`src/rtl/fifo_arb_pkg.sv`:
```
// Shared types and helpers for the FIFO round-robin write arbiter.
package fifo_arb_pkg;

   typedef enum logic {
      IDLE  = 1'b0,
      GRANT = 1'b1
   } arb_state_t;

   localparam int DEFAULT_WIDTH     = 32;
   localparam int DEFAULT_MAX_BURST = 8;

   function automatic int idx_w(input int n);
      return $clog2(n);
   endfunction

endpackage

```
`src/rtl/rr_pick.sv`:
```
// Rotating priority encoder: picks the first requester after `last`, wrapping around.
module rr_pick
   import fifo_arb_pkg::*;
#(
   parameter int NUM_REQ = 4,
   parameter int IDX_W   = idx_w(NUM_REQ)
) (
   input  logic [NUM_REQ-1:0] req,
   input  logic [IDX_W-1:0]   last,
   output logic               any,
   output logic [IDX_W-1:0]   winner
);

   always_comb begin
      int   idx;
      logic found;
      idx    = 0;
      found  = 1'b0;
      winner = '0;
      // last itself is scanned last, so a lone requester can win again
      for (int i = 1; i <= NUM_REQ; i++) begin
         idx = (int'(last) + i) % NUM_REQ;
         if (!found && req[IDX_W'(idx)]) begin
            found  = 1'b1;
            winner = IDX_W'(idx);
         end
      end
   end

   assign any = |req;

endmodule

```
`src/rtl/fifo_rr_arbiter.sv`:
```
// Round-robin arbiter sharing one FIFO write port among NUM_REQ stream producers.
// Optional FIFO_ARB_PKT_LOCK_EN: hold each grant until the end of the packet.
module fifo_rr_arbiter
   import fifo_arb_pkg::*;
#(
   parameter int  NUM_REQ   = 4,
   parameter int  WIDTH     = DEFAULT_WIDTH,
   parameter int  MAX_BURST = DEFAULT_MAX_BURST,
   parameter int  SPACE_W   = 16,
   localparam int IDX_W     = idx_w(NUM_REQ)
) (
   input  logic                       clock,
   input  logic                       reset,
   input  logic                       clear,
   input  logic [NUM_REQ*WIDTH-1:0]   s_tdata,
   input  logic [NUM_REQ-1:0]         s_tvalid,
   input  logic [NUM_REQ-1:0]         s_tlast,
   output logic [NUM_REQ-1:0]         s_tready,
   output logic [WIDTH-1:0]           m_tdata,
   output logic                       m_tvalid,
   input  logic                       m_tready,
   input  logic [SPACE_W-1:0]         fifo_space,
   output logic [IDX_W-1:0]           m_src,
   output logic                       busy
);

   localparam int                 CNT_W     = $clog2(MAX_BURST + 1);
   localparam logic [SPACE_W-1:0] SPACE_MIN = SPACE_W'(MAX_BURST);
   localparam logic [CNT_W-1:0]   CNT_MAX   = CNT_W'(MAX_BURST);
   localparam logic [CNT_W-1:0]   CNT_LAST  = CNT_W'(MAX_BURST - 1);
   localparam logic [IDX_W-1:0]   LAST_INIT = IDX_W'(NUM_REQ - 1);

   arb_state_t       state;
   arb_state_t       state_nxt;
   logic [IDX_W-1:0] last_q;
   logic [CNT_W-1:0] beat_cnt;
   logic [IDX_W-1:0] winner;
   logic             any_req;
   logic             eligible;
   logic             granted;
   logic             src_valid;
   logic             src_last;
   logic             beat;
   logic             release_grant;

   rr_pick #(
      .NUM_REQ (NUM_REQ),
      .IDX_W   (IDX_W)
   ) u_pick (
      .req    (s_tvalid),
      .last   (last_q),
      .any    (any_req),
      .winner (winner)
   );

   // Admit only when a full burst is guaranteed to fit in the FIFO
   assign eligible  = any_req && (fifo_space >= SPACE_MIN);
   assign src_valid = s_tvalid[m_src];
   assign src_last  = s_tlast[m_src];
   // A clear/reset cycle must not move data, so it masks the grant immediately
   assign granted   = (state == GRANT) && !clear && !reset;
   assign beat      = granted && src_valid && m_tready;

`ifdef FIFO_ARB_PKT_LOCK_EN
   assign release_grant = beat && src_last;
`else
   assign release_grant = !src_valid || (beat && (src_last || beat_cnt == CNT_LAST));
`endif

   always_ff @(posedge clock) begin
      if (reset || clear) begin
         state <= IDLE;
      end else begin
         state <= state_nxt;
      end
   end

   always_comb begin
      state_nxt = state;
      case (state)
         IDLE:    if (eligible) state_nxt = GRANT;
         GRANT:   if (release_grant) state_nxt = IDLE;
         default: state_nxt = IDLE;
      endcase
   end

   always_ff @(posedge clock) begin
      if (reset || clear) begin
         m_src    <= '0;
         last_q   <= LAST_INIT;
         beat_cnt <= '0;
      end else begin
         if (state == IDLE && eligible) begin
            m_src <= winner;
         end
         if (state == GRANT) begin
            if (release_grant) begin
               last_q   <= m_src;
               beat_cnt <= '0;
            end else if (beat && beat_cnt != CNT_MAX) begin
               beat_cnt <= beat_cnt + CNT_W'(1);
            end
         end
      end
   end

   always_comb begin
      s_tready = '0;
      m_tdata  = '0;
      m_tvalid = 1'b0;
      busy     = (state == GRANT);
      if (granted) begin
         m_tdata         = s_tdata[int'(m_src)*WIDTH +: WIDTH];
         m_tvalid        = src_valid;
         s_tready[m_src] = m_tready;
      end
   end

endmodule

```
`config.mk`:
```
export PLATFORM = sky130hd
export DESIGN_NAME = fifo_rr_arbiter
export DESIGN_NICKNAME = d
export VERILOG_FILES = /design/src/rtl/fifo_arb_pkg.sv /design/src/rtl/rr_pick.sv /design/src/rtl/fifo_rr_arbiter.sv
export SDC_FILE = /design/constraint.sdc
export NUM_CORES = 1
export LEC_CHECK = 0
export BUFFER_PORTS_ARGS = -buffer_cell sky130_fd_sc_hd__buf_2
export CAP_MARGIN = 20
export CORE_MARGIN = 1
export CORE_UTILIZATION = 31
export CTS_CLUSTER_SIZE = 30
export DETAILED_ROUTE_END_ITERATION = 8
export GPL_TIMING_DRIVEN = 0
export PLACE_DENSITY = 0.89
export SYNTH_ARGS = -nofsm -noshare
export SYNTH_HDL_FRONTEND = slang
export SYNTH_HIERARCHICAL = 1
export SYNTH_SLANG_ARGS = --single-unit
```
`constraint.sdc`:
```
create_clock -name clock -period 1.6 [get_ports clock]
set_input_delay 0.16 -clock clock [delete_from_list [all_inputs] [get_ports clock]]
set_output_delay 0.16 -clock clock [all_outputs]
set_load 0.02 [all_outputs]
```
==> metrics.txt, run 1 <==
commonest non-fill, non-tap cell in the layout buf_2; startpoint class of the critical path register; worst r2r path cells 6; Top Usage Layer GRT met2; Cells after Synth 163; fin crit period 1.90 ns; Netlist cell types 35; status complete, but fails checks; Total Power between 1000 and 1500 uW; dpl cell area 0.00289 sq mm; FMAX 527 MHz; wire per inst 18.4 um; worst-path cell chain buf_12 > clkbuf_16 > mux4_2 > and3_4 > buf_6; H-tree depth reported by CTS 1; Reg clk slew, reported paths 0.05 ns; Ant. Diodes 0; # nets final 526; Worst path max stage delay around 0.50 ns; RSZ-0062 raised after global routing yes; Mean Syn Cell Area 10.4 sq um; Hold Path Depth 4; maximum VDD drop 0.000332 V; Crit-path slowest cell mux4_2; CTS hold repair buffers 0; CTS tree done; Fin Clk Skew 0.00294 ns; final hold viol count 0; first-pass GRT wire length about 12000 um; Power Density around 340 mW/mm^2; critical path endpoint category primary output; Final Wtd Congestion 0.897; Starting DRT DRC Count 56; Slew Limit Fails 0; starting density of the core between 30% and 40%; WP buf/inv 3; number of nets with antenna violations after routing 0; setup violators final 40; clk sinks 9; clk root buf clkbuf_8; Die W 76.0 um; Worst EP required between 1 and 1.5 ns; fin area 0.00334 sq mm; share of layout cells above drive strength 1 79.6%; # DRC 0; synthesized cell area 0.00170 sq mm; vias in the first global route around 2500; CP arrival ~1.7 ns; Die Footprint 0.00578 sq mm; # IOs 196; clk buf depth 2; Levels on crit path 5; worst setup margin -0.298 ns; antenna violations before repair 1; most frequent cells in the layout buf_2, mux4_2, buf_6, and3_4, nor2_1; core box area 0.00520 sq mm; Max-slew headroom slightly below 70%; GR Layer Usage met1 30.9%; CP Max Fanout 6; register-to-register setup slack -0.20 ns; # rows 26; Final Cycle Share 119%; DP HPWL 6200 um; Max Cap Violations 0; Vias/cell around 5.5; grt total ovfl 0; gr usage total 25.9%; warnings from Yosys 6; failing checks setup timing; vias between 2000 and 2500; fillers 429; Die Ht about 76 um; slew at the pin with the worst max-slew slack 0.469 ns; largest net degree at the start of global routing 11; Seq cells post-synth 9; Area Overhead vs Synth 96.8%; CP delay by family, top multiplexers; LEAKAGE between 0.0015 and 0.002 uW; CTS Buf Count 3; Post-Syn Nets 321; worst min path class primary input to register; met2 track demand over resource around 46%; GR Layer Usage met3 around 6.3%; Worst-Skew Late Latency around 0.23 ns; number of port buffers 192; router iterations before antenna repair 4; post-synthesis sequential area ratio 10.6%; routed wire length between 8000 and 9000 um; CP Class register to primary output
[worst min-delay path, cell delays in order]
cell      delay, ns
buf_2          0.11
o221ai_2       0.11
nand3_1        0.08
a21oi_1        0.06
[registers in the layout, summed over array words and instances, names as in the netlist]
name	flops
busy	1
m_src	2
last_q	2
beat_cnt	4
[cell type report]
class                   instances  area, sq um  share of cell area [%]
clock buffers                   4         45.0                    1.35
repair buffers                201         1260                    37.6
inverters                       6         22.5                   0.674
plain buffers                  16          148                    4.42
multi-input cells             131         1590                    47.7
well taps                      70         87.6                    2.62
flip-flops and latches          9          188                    5.61
[kinds of logic after synthesis]
logic type / synth area share [%]
adder cells (fa/ha/maj): 1.47
AO/OA/AOI/OAI: 10.0
flip-flops: 10.6
AND/OR/NAND/NOR: 24.2
buffers and inverters: 6.92
multiplexers: 46.8
[what timing repair did]
action                     in CTS  in global routing
setup buffers                   7                  0
pin swaps                       4                  3
setup endpoints to repair      40                 42
gates cloned                    1                  1
resized for setup              46                 46
[final timing paths]
path	to	from
max	m_tdata[17]	m_src[0]
min	m_src[0]	s_tvalid[2]
min reg2reg	beat_cnt[1]	beat_cnt[1]
max reg2reg	beat_cnt[3]	m_src[0]
[Yosys cell counts]
master / number / area [sq um]
and3_1: 35 / 219
mux4_2: 34 / 766
nor2_1: 11 / 41.3
dfxtp_1: 9 / 180
clkbuf_1: 7 / 26.3
inv_1: 6 / 22.5
nand3_1: 6 / 30.0
a21oi_1: 5 / 25.0
o21ai_0: 5 / 25.0
buf_2: 4 / 20.0
nand2_1: 4 / 15.0
buf_4: 3 / 22.5
mux2i_1: 3 / 30.0
o211ai_1: 3 / 22.5
a31oi_1: 2 / 12.5
buf_6: 2 / 22.5
ha_1: 2 / 25.0
nor2b_1: 2 / 12.5
o21ai_2: 2 / 17.5
or2_2: 2 / 12.5
or4_4: 2 / 22.5
a211oi_1: 1 / 7.51
and2_1: 1 / 6.26
and3b_1: 1 / 8.76
buf_1: 1 / 3.75
nand2b_1: 1 / 6.26
nand3b_1: 1 / 7.51
nor3_1: 1 / 5.00
nor3b_1: 1 / 7.51
nor4bb_1: 1 / 10.0
o21ai_1: 1 / 5.00
o221ai_2: 1 / 15.0
o41a_2: 1 / 12.5
o41ai_4: 1 / 27.5
or3_1: 1 / 6.26
[through the flow]
stage               TNS (ns)  utilization, %  setup slack (ns)  hold WS (ns)  cells
CTS                    -9.16            60.4            -0.293         0.313    436
global placement       -4.15            55.6            -0.188         0.481    425
finish                 -9.17            64.2            -0.298         0.327    437
detailed placement     -4.48            55.6            -0.198         0.507    425
global route          -11.44            64.2            -0.348         0.348    437
floorplan             -0.566               -           -0.0283         0.395    163
[layer usage]
metal,share of wire (%),up-vias,wire [um]
li1,-,1074,-
met1,36,1157,2890
met2,53,145,4270
met3,7.5,33,600
met4,3.4,2,277
met5,0.14,-,11
[report_power, final]
group	internal [uW]	total, uW	switching [uW]
registers	229	237	7.81
logic	372	624	252
clock network	173	261	87.8
(Power assumes the default switching activity.)
==> inputs of run 2 (changes only) <==
Settings changed: MAX_ROUTING_LAYER from default to met4, SETUP_SLACK_MARGIN from default to 0.4.
==> metrics.txt, run 2 (synthesis results as in run 1) <==
Top Registers beat_cnt: 4 flops, last_q: 2 flops, m_src: 2 flops; Final Wtd Congestion 0.847 (-5.6%); gr usage total 26.1% (+0.15 points); CTS Buf Count 3 (unchanged); max reg flops 4 (unchanged); Routed met1 length 2810 um (-2.8%); antenna violations before repair 0 (-1); met2 wire length 4380 um (+2.6%); Reg with most FFs beat_cnt; number of port buffers 192 (unchanged); Starting DRT DRC Count 38 (-32%); startpoint class of the critical path register; clk buf depth 2 (unchanged); CTS hold repair buffers 0 (unchanged); Vias/cell 5.49 (-0.56%); Die Ht 76.0 um (unchanged); Slew Limit Fails 0 (unchanged); failing checks setup timing; Place WS -0.190 ns (+0.00798 ns); grt total ovfl 0 (unchanged); # DRC 0 (unchanged); slew at the pin with the worst max-slew slack 0.504 ns (+0.0348 ns); Final Cycle Share 121% (+2.3 points); Max Cap Violations 0 (unchanged); status complete, but fails checks; Top Layer Used met4; CP Class register to primary output; DP HPWL 6230 um (+0.47%); TNS Setup -11.12 ns (-1.95 ns); Max-slew headroom 66.4% (-2.3 points); clk sinks 9 (unchanged); # rows 26 (unchanged); critical path endpoint category primary output; CP arrival 1.78 ns (+0.04 ns); final hold viol count 0 (unchanged); Worst EP required 1.44 ns (about the same); share of layout cells above drive strength 1 83.9% (+4.3 points); Fin Clk Skew 0.00352 ns (+0.000573 ns); Reg clk slew, reported paths 0.05 ns (about the same); vias 2425 (+0.58%); # nets final 531 (+0.95%); Die Footprint 0.00578 sq mm (unchanged); core box area 0.00520 sq mm (unchanged); Area Overhead vs Synth 109%; DR WL met3 440 um (-27%); RSZ-0062 raised after global routing yes; vias in the first global route 2458 (-2.0%); Die W 76.0 um (unchanged); CP Max Fanout 5 (-1); routed wire length 7880 um (-2.1%); maximum VDD drop 0.000528 V (+59%); LEAKAGE 0.00163 uW (+2.7%); router iterations before antenna repair 4 (unchanged); number of nets with antenna violations after routing 0 (unchanged); fin crit period 1.94 ns (+0.0372 ns); most frequent cells in the layout buf_2, buf_6, and3_4; setup violators final 40 (unchanged); worst setup margin -0.335 ns (-0.0372 ns); wire per inst 17.8 um (-3.2%); worst min path class primary input to register; Power Density 328 mW/mm^2 (-2.2%); Total Power 1170 uW (+4.0%); CTS tree done; # IOs 196 (unchanged); H-tree depth reported by CTS 1 (unchanged); fillers 405 (-5.6%); largest net degree at the start of global routing 11 (unchanged); clk root buf clkbuf_8; Ant. Diodes 0 (unchanged); starting density of the core 32.6% (unchanged); FMAX 517 MHz (-1.9%); commonest non-fill, non-tap cell in the layout buf_2; Worst-Skew Late Latency 0.24 ns (about the same); first-pass GRT wire length 11800 um (-2.8%)
## run 2: cell count changes in the layout (fill, tap and decap cells not counted), moves of 3 or more
cell / change
nand3_1: -3
and3_1: -6
buf_6: +13
and3_4: +6
buf_2: -8
nand3_2: +3
## run 2: worst max-delay path, cell delays in order, from the launching register on
cell	delay, ns
dfxtp_4	0.34
buf_6	0.10
buf_12	0.13
clkbuf_16	0.15
mux4_2	0.49
and3_4	0.20
buf_6	0.12
## run 2: per-stage QoR
step,util (%),hold WS [ns],cell area [sq um],instances
finish,68.3,0.347,3560,442
global placement,57.8,0.481,3010,425
detailed placement,57.8,0.488,3010,425
global route,68.3,0.365,3560,442
floorplan,-,0.405,1960,163
CTS,64.5,0.335,3360,435
## run 2: area by class of cell
| type | count | area [sq um] | share of cell area [%] |
|---|---|---|---|
| clock inverter | 1 | 5.00 | 0.141 |
| sequential | 9 | 191 | 5.38 |
| clock buffer | 3 | 41.3 | 1.16 |
| multi-input combinational | 131 | 1680 | 47.2 |
| tap | 70 | 87.6 | 2.46 |
| inverter | 6 | 22.5 | 0.633 |
| timing repair buffer | 205 | 1360 | 38.3 |
| buffer | 17 | 169 | 4.75 |
## run 2: timing repair
item	4_1_cts	5_1_grt
gates resized for setup	73	40
setup endpoints to repair	46	46
pin swaps	8	5
cloned	1	1
buffers inserted	5	6
## run 2: layer usage
| metal | GRT usage, % | vias up |
|---|---|---|
| li1 | - | 1085 |
| met1 | 27.1 | 1176 |
| met2 | 48.1 | 140 |
| met3 | 4.67 | 24 |
| met4 | 11.3 | 0 |
| met5 | - | - |
## run 2: path summary, 6_finish.rpt
| kind | start | depth (start not counted) | to | slack (ns) |
|---|---|---|---|---|
| worst min-delay path | s_tvalid[2] | 4 | m_src[0] | 0.35 |
| worst max register to register | m_src[0] | 7 | busy | -0.16 |
| worst max-delay path | m_src[0] | 6 | m_tdata[21] | -0.34 |
| worst min register to register | beat_cnt[3] | 2 | beat_cnt[3] | 0.50 |
## run 2: power by group
group          internal [uW]  total [uW]  switching, uW
sequential               228         235           6.97
combinational            396         661            265
clock                    171         271            101
==> inputs of run 3 (changes only) <==
--- a/constraint.sdc
+++ b/constraint.sdc
@@ -3,2 +3,2 @@
 set_output_delay 0.16 -clock clock [all_outputs]
-set_load 0.02 [all_outputs]
+set_load 0.01 [all_outputs]
==> metrics.txt, run 3 (synthesis results as in run 1) <==
LEAKAGE 0.00162 uW (-0.16%); number of nets with antenna violations after routing 0 (unchanged); Levels on crit path 6 (unchanged); Final Cycle Share 121% (+0.30 points); setup violators final 43 (+7.5%); DP HPWL 6240 um (+0.20%); failing checks setup timing; Worst path max stage delay 0.50 ns (about the same); Reg clk slew, reported paths 0.05 ns (about the same); CP delay by family, top buffers and inverters; routed wire length 8130 um (+3.2%); fillers 397 (-2.0%); Final Wtd Congestion 0.885 (+4.4%); Power Density 331 mW/mm^2 (+0.77%); slew at the pin with the worst max-slew slack 0.471 ns (-0.0330 ns); dpl cell area 0.00298 sq mm (-0.91%); Worst EP required 1.44 ns (about the same); worst r2r path cells 8 (+1); startpoint class of the critical path register; Worst-Skew Late Latency 0.24 ns (about the same); # IOs 196 (unchanged); maximum VDD drop 0.000449 V (-15%); wire per inst 18.4 um (+3.2%); Die W 76.0 um (unchanged); register area 184 sq um (-3.9%); Slew Limit Fails 0 (unchanged); Ant. Diodes 0 (unchanged); worst setup margin -0.340 ns (-0.00483 ns); worst-path cell chain buf_6 > buf_12 > clkbuf_16 > mux4_2 > and3_4 > buf_6; RSZ-0062 raised after global routing yes; router iterations before antenna repair 4 (unchanged); CTS Buf Count 3 (unchanged); Top Registers beat_cnt: 4 flops, last_q: 2 flops, m_src: 2 flops; Crit-path slowest cell mux4_2; # nets final 531 (unchanged); clk buf depth 2 (unchanged); core box area 0.00520 sq mm (unchanged); antenna violations before repair 0 (unchanged); Total Power 1140 uW (-2.1%); final hold viol count 0 (unchanged); area of the multi-input gates 0.00167 sq mm (-0.45%); Vias/cell 5.48 (-0.16%); critical path endpoint category primary output; CTS tree done; clk sinks 9 (unchanged); CP arrival 1.78 ns (about the same); Starting DRT DRC Count 73 (+92%); grt total ovfl 0 (unchanged); FMAX 515 MHz (-0.25%); # DRC 0 (unchanged); vias 2421 (-0.16%); commonest non-fill, non-tap cell in the layout buf_2; number of port buffers 192 (unchanged); # rows 26 (unchanged); starting density of the core 32.6% (unchanged); worst min path class primary input to register; H-tree depth reported by CTS 1 (unchanged); status complete, but fails checks; clk root buf clkbuf_8; most used cell, CP buf_6; Max Cap Violations 0 (unchanged); Die Ht 76.0 um (unchanged); max reg flops 4 (unchanged); Fin Clk Skew 0.00339 ns (-0.000131 ns); Reg with most FFs beat_cnt; largest net degree at the start of global routing 11 (unchanged); Area Overhead vs Synth 103%; CP Max Fanout 7 (+2); Hold Path Depth 4 (unchanged); share of layout cells above drive strength 1 83.9% (unchanged); gr usage total 27.4% (+1.3 points); WP buf/inv 4 (unchanged); Die Footprint 0.00578 sq mm (unchanged); fin area 0.00345 sq mm (-2.9%); fin crit period 1.94 ns (+0.00483 ns); Max-slew headroom 68.6% (+2.2 points); vias in the first global route 2571 (+4.6%); CP Class register to primary output; first-pass GRT wire length 12300 um (+4.5%); most frequent cells in the layout buf_2, buf_6, mux4_2, and3_4, nor2_1
[run 3: cell counts in the layout (fill, tap and decap cells not counted)]
No cell type changed its count.
[run 3: layout make-up]
type | instances | area share, %
Tap cell | 70 | 2.54
Clock inverter | 1 | 0.145
Clock buffer | 3 | 1.20
Inverter | 6 | 0.652
Multi-Input combinational cell | 131 | 48.4
Buffer | 17 | 4.45
Sequential cell | 9 | 5.32
Timing Repair Buffer | 205 | 37.3
[run 3: tightest hold or removal path: stages]
cell and delay (ns):
buf_2 0.11, o221ai_2 0.13, nand3_2 0.09, a21oi_2 0.05
[run 3: what timing repair did]
item / 4_1_cts / 5_1_grt
buffers inserted: 8 / 3
setup endpoints to repair: 46 / 46
gates cloned: 1 / 1
resized for setup: 48 / 13
pin swaps: 6 / 4
hold buffers: 0 / 0
[run 3: per-stage QoR]
stage	utilization [%]	hold WS [ns]	TNS, ns	worst slack (ns)	cells
2_1_floorplan	-	0.408	0	0.0136	163
4_1_cts	64.2	0.338	-10.63	-0.340	438
6_report	66.4	0.344	-11.31	-0.340	442
3_3_place_gp	57.3	0.483	-4.54	-0.198	425
3_5_place_dp	57.3	0.491	-5.42	-0.277	425
5_1_grt	66.4	0.335	-13.28	-0.383	442
[run 3: report_power, final]
| part | switching [uW] | internal (uW) | total [uW] |
|---|---|---|---|
| registers | 7.38 | 231 | 238 |
| clock network | 97.6 | 170 | 268 |
| logic | 249 | 388 | 636 |
| total | 354 | 789 | 1140 |
[run 3: final timing paths]
path	slack [ns]	startpoint	end
hold reg to reg	0.51	beat_cnt[3]	beat_cnt[3]
hold / removal	0.34	s_tvalid[2]	m_src[0]
setup reg to reg	-0.24	m_src[0]	beat_cnt[0]
setup / recovery	-0.34	m_src[0]	m_tdata[26]
[run 3: routing by layer]
layer  part of all wire (%)  wire (um)  track usage, %  vias up
met4                    3.9        316            13.1        0
met1                     37       2980            30.0     1169
met3                    6.0        484            4.19       30
met5                      0          0               -        -
li1                       -          -               -     1086
met2                     53       4350            48.7      136
